[src/rtl/uart_tx_serializer_if.sv]
// -----------------------------------------------------------------------------
// uart_tx_serializer_if
//   Byte-in / serial-out bundle for the UART transmit serializer.
//   master : byte source (drives tx_data / tx_valid, observes everything else)
//   slave  : the serializer (accepts bytes, drives the line and status flags)
// Signals
//   tx_data   [DATA_BITS]  byte to send, sampled on accept
//   tx_valid               tx_data valid
//   tx_ready               serializer can accept; accept = tx_valid & tx_ready
//   tx_serial              serial line, idle high
//   tx_busy                high from accept edge until frame ends
//   tx_done                one-clk pulse when the last stop bit completes
// -----------------------------------------------------------------------------
interface uart_tx_serializer_if #(
    parameter int DATA_BITS = 8
);
    logic [DATA_BITS-1:0] tx_data;
    logic                 tx_valid;
    logic                 tx_ready;
    logic                 tx_serial;
    logic                 tx_busy;
    logic                 tx_done;

    modport master (
        output tx_data,
        output tx_valid,
        input  tx_ready,
        input  tx_serial,
        input  tx_busy,
        input  tx_done
    );

    modport slave (
        input  tx_data,
        input  tx_valid,
        output tx_ready,
        output tx_serial,
        output tx_busy,
        output tx_done
    );
endinterface

[src/rtl/uart_tx_serializer.sv]
// -----------------------------------------------------------------------------
// uart_tx_serializer
//   UART transmit side of the Lab4 serial link. Accepts a parallel byte over a
//   valid/ready handshake and shifts it out as
//       start(0) + data (LSB first) + [parity] + stop(1) x STOP_BITS
//   on tx_serial. Bit timing comes from sample_tick, the shared 16x oversample
//   enable that also paces the receiver, so both ends use one baud generator.
//
// Build option
//   UART_TX_PARITY_EN : when defined, a parity bit (even, or odd when
//                       PARITY_ODD=1) is sent after the data bits. When not
//                       defined there is no parity bit and PARITY_ODD is
//                       ignored.
//
// Parameters
//   DATA_BITS   data bits per frame (5..9)
//   OVERSAMPLE  sample_tick pulses per serial bit (power of 2, 2..16)
//   STOP_BITS   stop bits per frame (1 or 2)
//   PARITY_ODD  0 = even parity, 1 = odd parity
//
// Ports
//   clk          in   system clock, rising edge
//   reset        in   synchronous active-high reset; aborts any frame
//   sample_tick  in   one-clk enable at OVERSAMPLE x baud rate
//   tx           slave modport of uart_tx_serializer_if (byte in, line out)
// -----------------------------------------------------------------------------
module uart_tx_serializer #(
    parameter int DATA_BITS  = 8,
    parameter int OVERSAMPLE = 16,
    parameter int STOP_BITS  = 1,
    parameter int PARITY_ODD = 0
) (
    input  logic                 clk,
    input  logic                 reset,
    input  logic                 sample_tick,
    uart_tx_serializer_if.slave  tx
);

    localparam int TICK_W = $clog2(OVERSAMPLE);
    localparam int IDX_W  = $clog2(DATA_BITS);

    localparam logic [TICK_W-1:0] TICK_LAST = TICK_W'(OVERSAMPLE - 1);
    localparam logic [IDX_W-1:0]  IDX_LAST  = IDX_W'(DATA_BITS - 1);
    // Stop-bit index of the final stop bit: 0 for one stop bit, 1 for two.
    localparam logic              STOP_LAST = 1'(STOP_BITS - 1);

    // Reject configurations the counters are not sized for.
    if (DATA_BITS < 5 || DATA_BITS > 9) begin : g_bad_data_bits
        $error("uart_tx_serializer: DATA_BITS must be 5..9");
    end
    if (OVERSAMPLE < 2 || OVERSAMPLE > 16 ||
        (OVERSAMPLE & (OVERSAMPLE - 1)) != 0) begin : g_bad_oversample
        $error("uart_tx_serializer: OVERSAMPLE must be a power of 2 in 2..16");
    end
    if (STOP_BITS < 1 || STOP_BITS > 2) begin : g_bad_stop_bits
        $error("uart_tx_serializer: STOP_BITS must be 1 or 2");
    end
    if (PARITY_ODD < 0 || PARITY_ODD > 1) begin : g_bad_parity_odd
        $error("uart_tx_serializer: PARITY_ODD must be 0 or 1");
    end

    typedef enum logic [2:0] {
        S_IDLE,
        S_START,
        S_DATA,
        S_PARITY,
        S_STOP
    } state_t;

    state_t               state;
    logic [TICK_W-1:0]    tick_cnt;
    logic [IDX_W-1:0]     bit_idx;
    logic                 stop_idx;
    logic [DATA_BITS-1:0] shift_reg;

    logic                 serial_r;
    logic                 ready_r;
    logic                 busy_r;
    logic                 done_r;

    logic                 accept;
    logic                 bit_end;

`ifdef UART_TX_PARITY_EN
    logic                 par_bit;

    function automatic logic parity_of(input logic [DATA_BITS-1:0] d);
        return (PARITY_ODD != 0) ? ~(^d) : (^d);
    endfunction
`endif

    // ready_r is only ever high in IDLE, the state check keeps the intent obvious.
    assign accept  = (state == S_IDLE) && ready_r && tx.tx_valid;
    // A serial bit ends on the tick that wraps the oversample counter.
    assign bit_end = sample_tick && (tick_cnt == TICK_LAST);

    assign tx.tx_serial = serial_r;
    assign tx.tx_ready  = ready_r;
    assign tx.tx_busy   = busy_r;
    assign tx.tx_done   = done_r;

    // ---- control: FSM, counters and registered outputs ----
    always_ff @(posedge clk) begin
        if (reset) begin
            state    <= S_IDLE;
            tick_cnt <= '0;
            bit_idx  <= '0;
            stop_idx <= 1'b0;
            serial_r <= 1'b1;
            ready_r  <= 1'b1;
            busy_r   <= 1'b0;
            done_r   <= 1'b0;
        end else begin
            done_r <= 1'b0;

            // The oversample counter runs only inside a frame; it is back at
            // zero whenever IDLE is entered because the last bit ends on a wrap.
            if (state != S_IDLE && sample_tick) begin
                tick_cnt <= bit_end ? '0 : tick_cnt + 1'b1;
            end

            case (state)
                S_IDLE: begin
                    serial_r <= 1'b1;
                    if (accept) begin
                        state    <= S_START;
                        bit_idx  <= '0;
                        stop_idx <= 1'b0;
                        tick_cnt <= '0;
                        serial_r <= 1'b0;
                        ready_r  <= 1'b0;
                        busy_r   <= 1'b1;
                    end
                end

                S_START: begin
                    if (bit_end) begin
                        state    <= S_DATA;
                        serial_r <= shift_reg[0];
                    end
                end

                S_DATA: begin
                    if (bit_end) begin
                        if (bit_idx == IDX_LAST) begin
                            bit_idx <= '0;
`ifdef UART_TX_PARITY_EN
                            state    <= S_PARITY;
                            serial_r <= par_bit;
`else
                            state    <= S_STOP;
                            serial_r <= 1'b1;
`endif
                        end else begin
                            bit_idx  <= bit_idx + 1'b1;
                            // shift_reg shifts on this same edge, so the next
                            // data bit is the one currently at position 1.
                            serial_r <= shift_reg[1];
                        end
                    end
                end

`ifdef UART_TX_PARITY_EN
                S_PARITY: begin
                    if (bit_end) begin
                        state    <= S_STOP;
                        serial_r <= 1'b1;
                    end
                end
`endif

                S_STOP: begin
                    if (bit_end) begin
                        if (stop_idx == STOP_LAST) begin
                            // Frame complete: handshake reopens on this edge,
                            // so the earliest next accept is the following one.
                            state    <= S_IDLE;
                            stop_idx <= 1'b0;
                            done_r   <= 1'b1;
                            busy_r   <= 1'b0;
                            ready_r  <= 1'b1;
                        end else begin
                            stop_idx <= 1'b1;
                        end
                    end
                end

                default: begin
                    state    <= S_IDLE;
                    serial_r <= 1'b1;
                    ready_r  <= 1'b1;
                    busy_r   <= 1'b0;
                end
            endcase
        end
    end

    // ---- data: shift register and latched parity, no reset needed ----
    always_ff @(posedge clk) begin
        if (accept) begin
            shift_reg <= tx.tx_data;
        end else if (state == S_DATA && bit_end) begin
            shift_reg <= shift_reg >> 1;
        end
    end

`ifdef UART_TX_PARITY_EN
    always_ff @(posedge clk) begin
        if (accept) begin
            par_bit <= parity_of(tx.tx_data);
        end
    end
`endif

endmodule

[src/flat_wrapper.sv]
// flat-port wrapper written by rule: the top's interface ports become plain ports
module uart_tx_serializer_flat 
#(
    parameter int DATA_BITS  = 8,
    parameter int OVERSAMPLE = 16,
    parameter int STOP_BITS  = 1,
    parameter int PARITY_ODD = 0
)
  (clk, reset, sample_tick, tx_tx_data, tx_tx_valid, tx_tx_ready, tx_tx_serial, tx_tx_busy, tx_tx_done);
  uart_tx_serializer_if #(.DATA_BITS(DATA_BITS)) tx_i ();
  input  logic clk;
  input  logic reset;
  input  logic sample_tick;
  input wire logic [$bits(tx_i.tx_data)-1:0] tx_tx_data;
  input wire logic [$bits(tx_i.tx_valid)-1:0] tx_tx_valid;
  output wire logic [$bits(tx_i.tx_ready)-1:0] tx_tx_ready;
  output wire logic [$bits(tx_i.tx_serial)-1:0] tx_tx_serial;
  output wire logic [$bits(tx_i.tx_busy)-1:0] tx_tx_busy;
  output wire logic [$bits(tx_i.tx_done)-1:0] tx_tx_done;
  assign tx_i.tx_data = tx_tx_data;
  assign tx_i.tx_valid = tx_tx_valid;
  assign tx_tx_ready = tx_i.tx_ready;
  assign tx_tx_serial = tx_i.tx_serial;
  assign tx_tx_busy = tx_i.tx_busy;
  assign tx_tx_done = tx_i.tx_done;
  uart_tx_serializer #(.DATA_BITS(DATA_BITS), .OVERSAMPLE(OVERSAMPLE), .STOP_BITS(STOP_BITS), .PARITY_ODD(PARITY_ODD)) u_core (.clk(clk), .reset(reset), .sample_tick(sample_tick), .tx(tx_i));
endmodule
[config.mk]
export PLATFORM = sky130hd
export DESIGN_NAME = uart_tx_serializer_flat
export DESIGN_NICKNAME = d
export VERILOG_FILES = /design/src/rtl/uart_tx_serializer_if.sv /design/src/rtl/uart_tx_serializer.sv /design/src/flat_wrapper.sv
export SDC_FILE = /design/constraint.sdc
export NUM_CORES = 1
export LEC_CHECK = 0
export CAP_MARGIN = 20
export CORE_ASPECT_RATIO = 0.75
export CORE_MARGIN = 1.5
export CORE_UTILIZATION = 34
export CTS_BUF_LIST = sky130_fd_sc_hd__clkbuf_2
export CTS_CLUSTER_SIZE = 8
export DETAILED_ROUTE_END_ITERATION = 16
export PLACE_DENSITY = 0.5
export SETUP_SLACK_MARGIN = 0.2
export SYNTH_ARGS = -nofsm -noshare
export SYNTH_HDL_FRONTEND = slang
export SYNTH_SLANG_ARGS = --single-unit
[constraint.sdc]
create_clock -name clk -period 2.9 [get_ports clk]
set_clock_uncertainty 0.2 [all_clocks]
set_input_delay 0.58 -clock clk [delete_from_list [all_inputs] [get_ports clk]]
set_output_delay 0.58 -clock clk [all_outputs]
set_load 0.005 [all_outputs]
==> metrics.txt <==
status finished, final reports clean; CP Buf/Inv Count 1; sequential share of power 0.630; synthesized area per cell 9.18 sq um; Power Dens Cells 441 nW/um^2; Switching Share 0.260; crit path capture type register; measured slew at the worst slew-check pin 0.419 ns; IO Count 16; FF+latch area 520 sq um; Main synth FF type dfxtp_1; synthesized area 1060 sq um; post-CTS sizing 0; Max Cap Viol 0; post-layout min period 2.16 ns; Top Family by Delay on Critical Path simple AND/OR/NAND/NOR gates; cts hold-fix bufs 0; vias in the first global route 786; Wirelength per Cell 12.9 um; critical path arrival 1.98 ns; DIE AREA 3480 sq um; Detail Placement HPWL 1590 um; Detailed Route Iter0 Violations 39; net switching power 0.146 mW; CP startpoint kind primary input; nets 148; core area 2960 sq um; Commonest cells post-synth nand2_1 (27), dfxtp_1 (14), a21oi_1 (9), nor3_1 (9), edfxtp_1 (8); Comb power frac 0.152; synth top area cells dfxtp_1 (26%), edfxtp_1 (23%), nand2_1 (9.5%), a21oi_1 (4.2%), nor3_1 (4.2%); post-synthesis sequential area ratio 0.489; Layout area overhead 19.3%; max reg flops 8; final RePlAce weighted congestion 0.719; Warnings, synthesis 0; Antenna Nets Post-Route 0; first-pass GRT wire length 3700 um; cell taking the most area after synthesis dfxtp_1; Post-synth EDFFs 8; Worst Hold Class register to register; critical path type primary input to register; Initial Util 0.360; die height 51.5 um; share of cells above drive strength 1 0.0909; Crit path largest cell delay 0.51 ns; flops & latches, synth 22; total track usage 0.145; drc violations 0; Leak 0.483 nW; Pint 0.414 mW; H-tree depth 1; most frequent cell after synthesis nand2_1; Slew HR 0.720; row count 17; via/cell ratio 5.04; multi-input logic area 507 sq um; critical path cell sequence clkdlybuf4s50_1 -> nand4_2 -> or3_4 -> nand2_1; drt total wl 2190 um; CTS tree yes; Non-Filler Instances 170; Achievable Freq 463 MHz; Setup TNS 0 ns; number of placed cells counting well taps 166; Final Max Slew Viols 0; share of the synthesized area in the top cell type 0.263; Final Hold Vio Count 0; fin crit share 0.745; clock group share of total power 0.217; setup bufs post-CTS 0; vias post-DR 856; Max FO, Critical Path 8; CTS sink count 22; Max stage delay cell, worst path clkdlybuf4s50_1; Longest Clk Path Bufs 2; maximum vdd drop 0.238 mV; Fillers 295; Post-Syn Nets 131; synthesized instance count 116; Port Buffer Count 15; DR pass1 iterations 4; Distinct cells, synth 34; Crit path required time 2.72 ns; worst-skew pair later-pin latency 0.32 ns; total CTS buffers 3; Worst-path clk slew 0.20 ns; chip width 67.6 um; final setup fails 0; grt ovf 0; Clk Tree Root Cell clkbuf_2; antenna violations before repair 0; largest net degree at the start of global routing 14; ANT cells 0; RSZ-0062 raised after global routing no; fraction of registers with async set/reset 0
==> worst reg2reg max path, cell delays in order, from the launching register on <==
cell     delay [ns]
dfxtp_1        0.44
ha_1           0.27
nand4_2        0.19
or3_4          0.44
nand2_1        0.30
==> power by group through the flow <==
stage / logic [mW] / registers [mW] / clock network, mW
4_1_cts: 0.0865 / 0.353 / 0.130
3_5_place_dp: 0.0859 / 0.360 / 0
5_1_grt: 0.0980 / 0.356 / 0.146
2_1_floorplan: 0.0501 / 0.354 / 0
6_report: 0.0854 / 0.353 / 0.122
3_3_place_gp: 0.0844 / 0.359 / 0
==> per-layer routing <==
layer	vias up	share of wire	global-route usage	wire (um)
met4	0	0	0.0306	0
met1	398	0.52	0.202	1140
li1	443	-	-	-
met5	-	0	0	0
met3	0	0.042	0.0551	91
met2	15	0.43	0.212	952
==> logic make-up after synthesis <==
family          after synthesis  share of synthesized area
mux                           2                     0.0188
xor+xnor                      1                    0.00823
fa+ha+maj                     3                     0.0353
compound gates               19                      0.126
flops                        22                      0.489
simple gates                 62                      0.288
buf+inv                       7                     0.0352
==> metrics by stage <==
stage               worst slack [ns]  utilization  hold slack, ns  total power, mW  instance area, sq um
finish                         0.741        0.430           0.302            0.560                  1270
global placement               0.389        0.423           0.272            0.443                  1250
floorplan                       1.00            -           0.252            0.404                  1060
detailed placement             0.370        0.423           0.277            0.446                  1250
global route                   0.639        0.430           0.320            0.599                  1270
CTS                            0.754        0.430           0.303            0.569                  1270
==> placed cells by master (no fill, tap or decap), types with 2 or more instances in the layout <==
cell	synthesis	final
nand2_1	27	27
clkdlybuf4s50_1	0	15
dfxtp_1	14	14
nor3_1	9	9
a21oi_1	9	9
edfxtp_1	8	8
nor2_1	7	7
nand3_1	4	4
nand2b_1	4	4
ha_1	3	3
clkbuf_2	0	3
buf_4	0	3
nor2b_1	2	2
and2_1	2	2
mux2i_1	2	2
==> final cells by class <==
class | instances | area share
inverter | 1 | 0.00296
tap | 38 | 0.0374
sequential | 22 | 0.410
clock buffer | 3 | 0.0118
multi-input combinational | 87 | 0.399
timing repair buffer | 18 | 0.136
clock inverter | 1 | 0.00296
==> path summary, 6_finish.rpt <==
check	slack [ns]	cells past startpoint	from	to
setup / recovery	0.74	4	sample_tick	u_core.shift_reg[7]$_SDFFCE_PN0P_
hold reg to reg	0.30	2	u_core.bit_idx[2]$_SDFFE_PP0P_	u_core.bit_idx[2]$_SDFFE_PP0P_
setup reg to reg	0.77	4	u_core.tick_cnt[0]$_SDFF_PP0_	u_core.shift_reg[7]$_SDFFCE_PN0P_
hold / removal	0.30	2	u_core.bit_idx[2]$_SDFFE_PP0P_	u_core.bit_idx[2]$_SDFFE_PP0P_
(Power assumes the default switching activity.)
